[src/rtl/rsa_mmm_if.sv]
// Command/result bus between the RSA control FSM (master) and the
// modular-exponentiation datapath (slave).
interface rsa_mmm_if #(
    parameter int WIDTH = 8
);
    // Commands are level-sampled on every enabled rising edge. There is no
    // back-pressure: the datapath takes each command in the cycle it is
    // presented, and done stays high until a clear_mmm pulse without eoc.
    logic             ena;
    logic             clear_mmm;
    logic             ld_a;
    logic             ld_r;
    logic             lock1;
    logic             lock2;
    logic [1:0]       sel1;
    logic             sel2;
    logic             eoc;
    logic [WIDTH-1:0] M;
    logic [WIDTH-1:0] N;
    logic [WIDTH-1:0] R2;
    logic [WIDTH-1:0] C;
    logic             done;

    modport master (
        output ena, clear_mmm, ld_a, ld_r, lock1, lock2, sel1, sel2, eoc, M, N, R2,
        input  C, done
    );

    modport slave (
        input  ena, clear_mmm, ld_a, ld_r, lock1, lock2, sel1, sel2, eoc, M, N, R2,
        output C, done
    );
endinterface

[src/rtl/rsa_mmm_datapath.sv]
// RSA datapath: two lockstep bit-serial Montgomery multipliers (unit 0 = X,
// unit 1 = S) plus the x_r / m_r working registers and the result register C.
module rsa_mmm_datapath #(
    parameter int WIDTH = 8
) (
    input logic     clk,
    input logic     rstb,
    rsa_mmm_if.slave bus
);
    localparam int CW = $clog2(WIDTH + 1);
    localparam int SW = WIDTH + 2;

    logic [SW-1:0]    s_acc [2];
    logic [SW-1:0]    s_nx  [2];
    logic [WIDTH-1:0] a_reg [2];
    logic [WIDTH-1:0] b_reg [2];
    logic [WIDTH-1:0] op_a  [2];
    logic [WIDTH-1:0] op_b  [2];
    logic [WIDTH-1:0] add_b [2];
    logic [WIDTH-1:0] add_n [2];
    logic             q     [2];
    logic [CW-1:0]    cnt   [2];
    logic [WIDTH-1:0] x_r;
    logic [WIDTH-1:0] m_r;
    logic [WIDTH-1:0] c_r;
    logic             done_r;

    // S < 2N after a full multiply, so a single conditional subtract reduces it.
    function automatic logic [WIDTH-1:0] reduce(input logic [SW-1:0] s,
                                                input logic [WIDTH-1:0] n);
        return (s >= {2'b00, n}) ? WIDTH'(s - {2'b00, n}) : s[WIDTH-1:0];
    endfunction

    always_comb begin
        op_a[0] = '0;
        op_b[0] = '0;
        unique case (bus.sel1)
            2'b00: begin op_a[0] = bus.R2; op_b[0] = WIDTH'(1); end
            2'b01: begin op_a[0] = x_r;    op_b[0] = m_r;       end
            2'b10: begin op_a[0] = x_r;    op_b[0] = WIDTH'(1); end
            default: begin op_a[0] = '0;   op_b[0] = '0;        end
        endcase
        op_a[1] = bus.sel2 ? m_r : bus.M;
        op_b[1] = bus.sel2 ? m_r : bus.R2;
    end

    always_comb begin
        for (int u = 0; u < 2; u++) begin
            add_b[u] = a_reg[u][0] ? b_reg[u] : '0;
            q[u]     = s_acc[u][0] ^ (a_reg[u][0] & b_reg[u][0]);
            add_n[u] = q[u] ? bus.N : '0;
            s_nx[u]  = SW'(({1'b0, s_acc[u]} + {3'b000, add_b[u]} + {3'b000, add_n[u]}) >> 1);
        end
    end

    always_ff @(posedge clk) begin
        if (!rstb) begin
            for (int u = 0; u < 2; u++) begin
                s_acc[u] <= '0;
                a_reg[u] <= '0;
                b_reg[u] <= '0;
                cnt[u]   <= '0;
            end
            x_r    <= '0;
            m_r    <= '0;
            c_r    <= '0;
            done_r <= 1'b0;
        end else if (bus.ena) begin
            for (int u = 0; u < 2; u++) begin
                if (!bus.clear_mmm) begin
                    s_acc[u] <= '0;
                    a_reg[u] <= '0;
                    b_reg[u] <= '0;
                    cnt[u]   <= '0;
                end else if (bus.ld_a) begin
                    s_acc[u] <= '0;
                    a_reg[u] <= op_a[u];
                    b_reg[u] <= op_b[u];
                    cnt[u]   <= '0;
                end else if (!bus.ld_r && (cnt[u] < CW'(WIDTH))) begin
                    s_acc[u] <= s_nx[u];
                    a_reg[u] <= a_reg[u] >> 1;
                    cnt[u]   <= cnt[u] + CW'(1);
                end
            end
            // Capture happens only when neither clear nor a new load is pending.
            if (bus.clear_mmm && !bus.ld_a && bus.ld_r) begin
                if (bus.lock1) x_r <= reduce(s_acc[0], bus.N);
                if (bus.lock2) m_r <= reduce(s_acc[1], bus.N);
            end
            if (bus.eoc) begin
                c_r    <= x_r;
                done_r <= 1'b1;
            end else if (!bus.clear_mmm) begin
                done_r <= 1'b0;
            end
        end
    end

    assign bus.C    = c_r;
    assign bus.done = done_r;
endmodule

[src/flat_wrapper.sv]
// flat-port wrapper written by rule: the top's interface ports become plain ports
module rsa_mmm_datapath_flat 
#(
    parameter int WIDTH = 8
)
  (clk, rstb, bus_ena, bus_clear_mmm, bus_ld_a, bus_ld_r, bus_lock1, bus_lock2, bus_sel1, bus_sel2, bus_eoc, bus_M, bus_N, bus_R2, bus_C, bus_done);
  rsa_mmm_if #(.WIDTH(WIDTH)) bus_i ();
  input logic clk;
  input logic rstb;
  input wire logic [$bits(bus_i.ena)-1:0] bus_ena;
  input wire logic [$bits(bus_i.clear_mmm)-1:0] bus_clear_mmm;
  input wire logic [$bits(bus_i.ld_a)-1:0] bus_ld_a;
  input wire logic [$bits(bus_i.ld_r)-1:0] bus_ld_r;
  input wire logic [$bits(bus_i.lock1)-1:0] bus_lock1;
  input wire logic [$bits(bus_i.lock2)-1:0] bus_lock2;
  input wire logic [$bits(bus_i.sel1)-1:0] bus_sel1;
  input wire logic [$bits(bus_i.sel2)-1:0] bus_sel2;
  input wire logic [$bits(bus_i.eoc)-1:0] bus_eoc;
  input wire logic [$bits(bus_i.M)-1:0] bus_M;
  input wire logic [$bits(bus_i.N)-1:0] bus_N;
  input wire logic [$bits(bus_i.R2)-1:0] bus_R2;
  output wire logic [$bits(bus_i.C)-1:0] bus_C;
  output wire logic [$bits(bus_i.done)-1:0] bus_done;
  assign bus_i.ena = bus_ena;
  assign bus_i.clear_mmm = bus_clear_mmm;
  assign bus_i.ld_a = bus_ld_a;
  assign bus_i.ld_r = bus_ld_r;
  assign bus_i.lock1 = bus_lock1;
  assign bus_i.lock2 = bus_lock2;
  assign bus_i.sel1 = bus_sel1;
  assign bus_i.sel2 = bus_sel2;
  assign bus_i.eoc = bus_eoc;
  assign bus_i.M = bus_M;
  assign bus_i.N = bus_N;
  assign bus_i.R2 = bus_R2;
  assign bus_C = bus_i.C;
  assign bus_done = bus_i.done;
  rsa_mmm_datapath #(.WIDTH(WIDTH)) u_core (.clk(clk), .rstb(rstb), .bus(bus_i));
endmodule
[config.mk]
export PLATFORM = sky130hd
export DESIGN_NAME = rsa_mmm_datapath_flat
export DESIGN_NICKNAME = d
export VERILOG_FILES = /design/src/rtl/rsa_mmm_if.sv /design/src/rtl/rsa_mmm_datapath.sv /design/src/flat_wrapper.sv
export SDC_FILE = /design/constraint.sdc
export NUM_CORES = 1
export LEC_CHECK = 0
export ABC_AREA = 0
export CAP_MARGIN = 40
export CORE_ASPECT_RATIO = 0.9
export CORE_MARGIN = 2
export CORE_UTILIZATION = 58
export CTS_CLUSTER_DIAMETER = 200
export DETAILED_ROUTE_END_ITERATION = 12
export PLACE_DENSITY = 0.81
export SYNTH_ARGS = -nofsm -noshare
export SYNTH_HDL_FRONTEND = slang
export SYNTH_SLANG_ARGS = --single-unit
export TNS_END_PERCENT = 10
[constraint.sdc]
create_clock -name clk -period 4.3 [get_ports clk]
set_clock_uncertainty 0.15 [all_clocks]
set_input_delay 1.29 -clock clk [delete_from_list [all_inputs] [get_ports clk]]
set_output_delay 1.29 -clock clk [all_outputs]
set_load 0.01 [all_outputs]
==> results of run 1 <==
-- per-stage QoR --
step	std cells	power, mW	utilization [%]	cell area [µm²]	setup TNS (ns)
2_1_floorplan	632	1.20	-	5890	0
3_5_place_dp	799	1.35	67.0	6560	-0.562
3_3_place_gp	799	1.33	67.0	6560	-0.0273
5_1_grt	815	2.19	69.9	6840	0
4_1_cts	815	2.10	69.9	6840	0
6_report	815	2.11	69.9	6840	0
-- cells in the mapped netlist, types with 7 or more instances --
library cell,count,share of area (%)
sky130_fd_sc_hd__a21oi_1,21,1.8
sky130_fd_sc_hd__a22oi_1,8,1.0
sky130_fd_sc_hd__and3_1,9,0.96
sky130_fd_sc_hd__a31oi_1,10,1.1
sky130_fd_sc_hd__mux2i_1,21,3.6
sky130_fd_sc_hd__nand2b_1,14,1.5
sky130_fd_sc_hd__a211oi_1,7,0.89
sky130_fd_sc_hd__a21o_1,9,1.1
sky130_fd_sc_hd__nand2_1,74,4.7
sky130_fd_sc_hd__clkbuf_1,14,0.89
sky130_fd_sc_hd__nor2_1,42,2.7
sky130_fd_sc_hd__inv_1,56,3.6
sky130_fd_sc_hd__fa_1,18,6.1
sky130_fd_sc_hd__o21ai_0,44,3.7
sky130_fd_sc_hd__edfxtp_1,60,31
sky130_fd_sc_hd__ha_1,41,8.7
sky130_fd_sc_hd__nor3_1,7,0.59
sky130_fd_sc_hd__nand3_1,35,3.0
sky130_fd_sc_hd__and2_1,14,1.5
sky130_fd_sc_hd__xnor2_1,10,1.5
sky130_fd_sc_hd__dfxtp_1,25,8.5
sky130_fd_sc_hd__a21boi_0,10,1.3
-- cell families (layout without fill, tap and decap cells) --
kind of cell	after synthesis	count (layout)	share of synthesized area, %
simple gates	228	228	18.9
compound gates	146	146	16.4
flops	85	85	39.1
buf+inv	79	136	5.16
fa+ha+maj	59	59	14.8
mux	21	21	3.57
xor+xnor	14	14	2.08
-- power groups by stage --
stage / registers (mW) / clock network [mW] / logic, mW
3_5_place_dp: 0.960 / 0 / 0.388
2_1_floorplan: 0.946 / 0 / 0.258
3_3_place_gp: 0.958 / 0 / 0.372
6_report: 0.943 / 0.769 / 0.399
5_1_grt: 0.947 / 0.802 / 0.443
4_1_cts: 0.942 / 0.768 / 0.394
-- worst max path at each step --
stage / to / slack [ns] / cells after the start
CTS: u_core.s_acc[1][8] / 0.18 / 11
global placement: u_core.s_acc[1][8] / -0.03 / 11
global route: u_core.s_acc[1][9] / 0.008 / 11
floorplan: u_core.s_acc[1][9] / 0.53 / 9
finish: u_core.s_acc[1][8] / 0.18 / 11
detailed placement: u_core.s_acc[1][8] / -0.15 / 11
-- final cells by class --
cell class                      instances  area (µm²)
Timing Repair Buffer                   64         591
Fill cell                             732        2940
Inverter                               56         210
Sequential cell                        85        2300
Clock buffer                            9         225
Tap cell                              126         158
Clock inverter                          7        58.8
Multi-Input combinational cell        468        3300
-- critical path, delay by kind of cell --
kind	cells	cell delay [ns]
muxes	1	0.09
buffers and inverters	2	0.66
and+or+nand+nor	1	0.12
AOI/OAI and AO/OA	4	0.78
adders and majority gates	3	1.14
-- cells in the final DEF (no fill, tap or decap), types with 3 or more instances in the layout --
master / count
sky130_fd_sc_hd__nand2_1: 74
sky130_fd_sc_hd__o31a_1: 5
sky130_fd_sc_hd__xnor2_1: 10
sky130_fd_sc_hd__nand2b_1: 14
sky130_fd_sc_hd__dfxtp_1: 25
sky130_fd_sc_hd__o22ai_1: 3
sky130_fd_sc_hd__nand3_1: 35
sky130_fd_sc_hd__nor2_1: 42
sky130_fd_sc_hd__o21ai_0: 44
sky130_fd_sc_hd__and3_1: 9
sky130_fd_sc_hd__o21a_1: 4
sky130_fd_sc_hd__nor2b_1: 4
sky130_fd_sc_hd__a21o_1: 9
sky130_fd_sc_hd__edfxtp_1: 60
sky130_fd_sc_hd__nor3b_1: 5
sky130_fd_sc_hd__mux2i_1: 21
sky130_fd_sc_hd__a21oi_1: 21
sky130_fd_sc_hd__or4_1: 4
sky130_fd_sc_hd__xor2_1: 4
sky130_fd_sc_hd__ha_1: 41
sky130_fd_sc_hd__clkdlybuf4s50_1: 44
sky130_fd_sc_hd__fa_1: 18
sky130_fd_sc_hd__a211oi_1: 7
sky130_fd_sc_hd__a22oi_1: 8
sky130_fd_sc_hd__a2111o_1: 3
sky130_fd_sc_hd__o211ai_1: 5
sky130_fd_sc_hd__a2111oi_0: 3
sky130_fd_sc_hd__buf_4: 20
sky130_fd_sc_hd__inv_1: 56
sky130_fd_sc_hd__nand4_1: 5
sky130_fd_sc_hd__a21boi_0: 10
sky130_fd_sc_hd__and2_1: 14
sky130_fd_sc_hd__clkbuf_16: 9
sky130_fd_sc_hd__nor3_1: 7
sky130_fd_sc_hd__or3_1: 4
sky130_fd_sc_hd__a31oi_1: 10
sky130_fd_sc_hd__inv_6: 4
-- routing by layer --
| layer | vias up | wire length (µm) | global-route usage (%) |
|---|---|---|---|
| met3 | 32 | 1720 | 6.03 |
| li1 | 2364 | - | - |
| met4 | 0 | 392 | 11.3 |
| met1 | 2435 | 6560 | 42.2 |
| met5 | - | 0 | 0 |
| met2 | 264 | 7230 | 49.3 |
==> summary.txt, run 1 <==
Result of the run -> completed
Layout-stage area growth over the synthesis result -> 16.1%
Data arrival, critical path -> 4.07 ns
Number of nets in the layout -> 779
Share of the yosys chip area belonging to registers -> 39.1%
Total number of H-tree levels -> 3
Hold Path Depth -> 2
Crit Reg-Reg Endpoint -> u_core.s_acc[1][9]
Final Worst Setup Slack -> 0.177 ns
Fmax -> 0.243 GHz
Hold slack final -> 0.321 ns
Initial core utilization -> 60.2%
Initial detailed-routing violation count -> 403
Master of the slowest instance on the critical path -> sky130_fd_sc_hd__clkdlybuf4s50_1
Static Leakage -> 2.85 nW
Type of the most critical hold path -> reg -> reg
Row count -> 34
Crit path cell chain -> clkdlybuf4s50_1, nand2_1, fa_1, inv_1, ha_1, fa_1, a21o_1, a21oi_1, o21ai_0, a31oi_1, mux2i_1
Final Setup Violations -> 0
Clock tree root buffer cell -> sky130_fd_sc_hd__clkbuf_16
Min cycle time layout -> 4.12 ns
Proportion of power drawn by combinational gates -> 18.9%
Routability Congestion -> 0.945
Count of synthesis-stage warnings from yosys -> 0
CP max FO -> 4
Number of global-route vias before repair -> 5074
Worst slew pin tran -> 0.847 ns
Count of buffers from port buffering -> 44
Delay contributed by the slowest stage of the critical path -> 0.61 ns
Routed length per placed instance -> 19.5 µm
Overflow left after global routing -> 0
CTS tree -> done
Max-cap check violation count -> 0
Core Area -> 9780 µm²
DP HPWL -> 12.2 mm
Synth Net Count -> 727
Prevailing post-synth register cell -> sky130_fd_sc_hd__edfxtp_1
Share of the cycle needed by the critical path after routing -> 95.9%
Sink of the worst hold path -> u_core.bus.C[4]
Clock power share -> 36.4%
Length in cells of the worst reg-to-reg path -> 13
Number of enable-type register cells in the synthesized netlist -> 60
Share of synthesized flip-flops with an asynchronous set or reset -> 0%
Clock transition at the registers of the reported paths -> 0.07 ns
Peak VDD IR -> 0.200 mV
Cell count after synthesis -> 632
Number of nets still failing antenna checks after routing -> 0
Category of the most critical setup path -> in -> reg
Cell area after synthesis -> 5890 µm²
Antenna violations before repair -> 0
Crit path launch -> bus_N[1]
Global Route Usage Sum -> 31.0%
Post-CTS setup buffer count -> 0
Final Hold Vio Count -> 0
Via count -> 5095
Max-slew violation count -> 0
Max-slew headroom at the worst pin -> 43.4%
Bufs on Longest Clock Path -> 2
Die X-Extent -> 110 µm
Fraction of final layout cells sized beyond drive strength 1 -> 6.53%
Clock network latency to the later pin of the worst-skew pair -> 0.34 ns
Final antenna diode count -> 0
DRC errors left -> 0
NetSw -> 0.629 mW
Number of flip-flops under the largest register name -> 20
I/O pin total -> 45
Number of distinct library cells after synthesis -> 49
Count of hold buffers inserted by post-cts repair -> 0
Sequential share of power -> 44.7%
Switch share -> 29.8%
Nature of the critical path startpoint -> input pin
Cell internal power dissipation -> 1.48 mW
Worst hold start -> u_core.bus.C[4]
Setup repair after global routing missed its margin -> false
Total wire length -> 15.9 mm
Number of buffers created by CTS -> 9
Iteration count of the initial detailed-routing pass -> 6
CP endpoint kind -> flip-flop
Vertical extent of the die -> 99.6 µm
Minimum setup slack after placement -> -0.148 ns
Die footprint -> 11000 µm²
Post-synthesis register bit count -> 85
Data required, critical path -> 4.25 ns
PwrDens -> 309 nW/µm²
Maximum number of pins on one net before global-route repair -> 45
First-pass GRT wire length -> 25.7 mm
Number of gates given a new drive strength after cts -> 0
Beginning of the worst register-to-register path -> u_core.a_reg[1][0]
Vias per Instance -> 6.25
Number of clock sinks seen by CTS -> 85
Average cell area after synthesis -> 9.32 µm²
Slack of the worst reg-to-reg path -> 0.54 ns
Most used cell along the critical path -> sky130_fd_sc_hd__fa_1
Note: power is estimated with default switching activity, not from simulation.
==> run 2, diff against run 1 <==
- CORE_MARGIN: 2 -> not set
==> run 2 against run 1 <==
Final cell count did not move. Combinational power barely moved. Worst setup slack improved by 0.081 ns. Wire length fell by 5.0%. Total power fell by 0.44%. Via count fell by 1.1%. Cell area rose by 0.20%. Clock power fell by 0.9%. Hold slack got worse by 0.0022 ns. Fmax rose by 2.0%. Core utilization rose by 0.14 points. Critical path depth did not move. Critical path type unchanged. Critical endpoint is now u_core.s_acc[1][9]. Largest power group unchanged.
==> summary.txt, run 2 (synthesis gave the netlist of run 1 again) <==
Hold slack final -> 0.319 ns (-0.00225 ns)
Number of gates given a new drive strength after cts -> 0 (unchanged)
NetSw -> 0.608 mW (-3.4%)
Data arrival, critical path -> 4.00 ns (-0.07 ns)
CP max FO -> 3 (-1)
Power consumption -> 2.10 mW (-0.44%)
Crit Reg-Reg Endpoint -> u_core.s_acc[0][9]
Final Hold Vio Count -> 0 (unchanged)
Number of buffers created by CTS -> 9 (unchanged)
Post-CTS setup buffer count -> 0 (unchanged)
Number of nets still failing antenna checks after routing -> 0 (unchanged)
CP endpoint kind -> flip-flop
Type of the most critical hold path -> reg -> reg
Fraction of final layout cells sized beyond drive strength 1 -> 6.53% (unchanged)
Vias per Instance -> 6.19 (-1.1%)
Maximum number of pins on one net before global-route repair -> 45 (unchanged)
Count of buffers from port buffering -> 44 (unchanged)
Sequential share of power -> 44.8% (about the same)
Clock power share -> 36.2% (-0.2 points)
Antenna violations before repair -> 0 (unchanged)
Category of the most critical setup path -> in -> reg
Clock network latency to the later pin of the worst-skew pair -> 0.34 ns (about the same)
Leading cell type in the layout, fill and taps excluded -> sky130_fd_sc_hd__nand2_1
Nature of the critical path startpoint -> input pin
Worst slew pin tran -> 0.834 ns (-0.0124 ns)
Iteration count of the initial detailed-routing pass -> 6 (unchanged)
Accumulated negative setup slack -> 0 ns (unchanged)
Length in cells of the worst reg-to-reg path -> 11 (-2)
Routability Congestion -> 0.971 (+2.8%)
Global Route Usage Sum -> 30.7% (-0.32 points)
Routed length per placed instance -> 18.5 µm (-5.0%)
Worst path buffer plus inverter count -> 3 (+1)
Family with the most delay on the worst path -> compound AO/OA/AOI/OAI gates
Total wire length -> 15.1 mm (-5.0%)
Max-slew violation count -> 0 (unchanged)
Initial core utilization -> 60.2% (unchanged)
Result of the run -> completed
Data required, critical path -> 4.26 ns (about the same)
Clock transition at the registers of the reported paths -> 0.07 ns (about the same)
Layout-stage area growth over the synthesis result -> 16.4%
Share of the cycle needed by the critical path after routing -> 94.0% (-1.9 points)
Max-cap check violation count -> 0 (unchanged)
Count of hold buffers inserted by post-cts repair -> 0 (unchanged)
Cell internal power dissipation -> 1.49 mW (+0.81%)
Final antenna diode count -> 0 (unchanged)
Delay contributed by the slowest stage of the critical path -> 0.52 ns (-0.09 ns)
Slack of the worst reg-to-reg path -> 0.56 ns (+0.02 ns)
Bufs on Longest Clock Path -> 2 (unchanged)
I/O pin total -> 45 (unchanged)
Overflow left after global routing -> 0 (unchanged)
Core Area -> 9780 µm² (unchanged)
Most used cell along the critical path -> sky130_fd_sc_hd__a21o_1
Worst hold start -> u_core.bus.C[1]
Number of flip-flops under the largest register name -> 20 (unchanged)
Crit path cell chain -> clkdlybuf4s50_1, nand2_1, fa_1, inv_1, ha_1, a21o_1, a21o_1, a2111oi_0, buf_4, nor3b_1, o21ba_2
Number of global-route vias before repair -> 4830 (-4.8%)
First-pass GRT wire length -> 24.5 mm (-4.6%)
DRC errors left -> 0 (unchanged)
Switch share -> 28.9% (-0.88 points)
Proportion of power drawn by combinational gates -> 18.9% (about the same)
Final Setup Violations -> 0 (unchanged)
Logic depth of the worst path, buffers included -> 11 (unchanged)
PwrDens -> 307 nW/µm² (-0.64%)
Total number of H-tree levels -> 3 (unchanged)
Most frequent cells in the layout -> sky130_fd_sc_hd__nand2_1 (74), sky130_fd_sc_hd__edfxtp_1 (60), sky130_fd_sc_hd__inv_1 (56)
Number of clock sinks seen by CTS -> 85 (unchanged)
Fmax -> 0.247 GHz (+2.0%)
Standard cell area after detailed placement -> 6560 µm² (unchanged)
Die X-Extent -> 108 µm (-1.8%)
Setup repair after global routing missed its margin -> false
Master of the slowest instance on the critical path -> sky130_fd_sc_hd__clkdlybuf4s50_1
Sink of the worst hold path -> u_core.bus.C[1]
Initial detailed-routing violation count -> 445 (+10%)
Final non-filler cell area -> 6860 µm² (+0.20%)
Vertical extent of the die -> 97.6 µm (-2.0%)
Peak VDD IR -> 0.179 mV (-11%)
Hold Path Depth -> 2 (unchanged)
CTS tree -> done
Die footprint -> 10600 µm² (-3.8%)
Number of nets in the layout -> 779 (unchanged)
Clock tree root buffer cell -> sky130_fd_sc_hd__clkbuf_16
Max-slew headroom at the worst pin -> 43.9% (+0.54 points)
Min cycle time layout -> 4.04 ns (-0.0806 ns)
Beginning of the worst register-to-register path -> u_core.a_reg[0][0]
Static Leakage -> 2.84 nW (about the same)
Via count -> 5041 (-1.1%)
Row count -> 34 (unchanged)
DP HPWL -> 11.7 mm (-3.5%)
-- run 2: cell count changes in the layout (fill, tap and decap cells not counted), sizes merged --
| cell | delta |
|---|---|
| clkinvlp | +1 |
| clkbuf | +1 |
| clkinv | +4 |
| inv | -6 |
-- run 2: power groups by stage --
stage / registers, mW / clock network (mW) / logic (mW)
final: 0.942 / 0.762 / 0.398
after global routing: 0.945 / 0.794 / 0.441
after CTS: 0.941 / 0.765 / 0.391
after detailed placement: 0.959 / 0 / 0.387
after global placement: 0.957 / 0 / 0.375
after floorplan: 0.946 / 0 / 0.258
-- run 2: final cells by class --
type / count / area (µm²)
clock buffer: 10 / 239
clock inverter: 6 / 58.8
fill: 726 / 2930
inverter: 56 / 210
multi-input combinational: 468 / 3300
sequential: 85 / 2300
tap: 126 / 158
timing repair buffer: 64 / 591
-- run 2: per-stage QoR --
stage | setup slack [ns] | util [%] | cells
2_1_floorplan | 0.526 | - | 632
3_3_place_gp | -0.0327 | 67.0 | 799
3_5_place_dp | -0.0942 | 67.0 | 799
4_1_cts | 0.243 | 70.1 | 815
5_1_grt | 0.0719 | 70.1 | 815
6_report | 0.258 | 70.1 | 815
-- run 2: worst max-delay path by stage --
| stage | from | endpoint | slack (ns) |
|---|---|---|---|
| after CTS | bus_N[1] | u_core.s_acc[1][8] | 0.24 |
| after global placement | bus_N[2] | u_core.s_acc[1][9] | -0.03 |
| after detailed placement | bus_N[1] | u_core.s_acc[1][8] | -0.09 |
| final | bus_N[2] | u_core.s_acc[1][9] | 0.26 |
| after global routing | bus_N[2] | u_core.s_acc[1][9] | 0.07 |
| after floorplan | bus_N[2] | u_core.s_acc[1][9] | 0.53 |
-- run 2: worst reg2reg max path: stages, from the launching register on --
cell and delay, ns:
sky130_fd_sc_hd__edfxtp_1 0.50, sky130_fd_sc_hd__and2_1 0.25, sky130_fd_sc_hd__xnor2_1 0.46, sky130_fd_sc_hd__nand2_1 0.16
sky130_fd_sc_hd__fa_1 0.59, sky130_fd_sc_hd__inv_1 0.06, sky130_fd_sc_hd__ha_1 0.29, sky130_fd_sc_hd__a21o_1 0.16
sky130_fd_sc_hd__a21o_1 0.20, sky130_fd_sc_hd__a211oi_1 0.38, sky130_fd_sc_hd__nor3b_1 0.09, sky130_fd_sc_hd__o21ba_2 0.21
-- run 2: routing by layer --
layer | global-route usage, % | vias up | part of all wire, %
met2 | 45.6 | 267 | 44
met3 | 6.24 | 39 | 9.9
li1 | - | 2373 | -
met5 | 0 | - | 0
met4 | 12.4 | 0 | 3.1
met1 | 43.5 | 2362 | 43
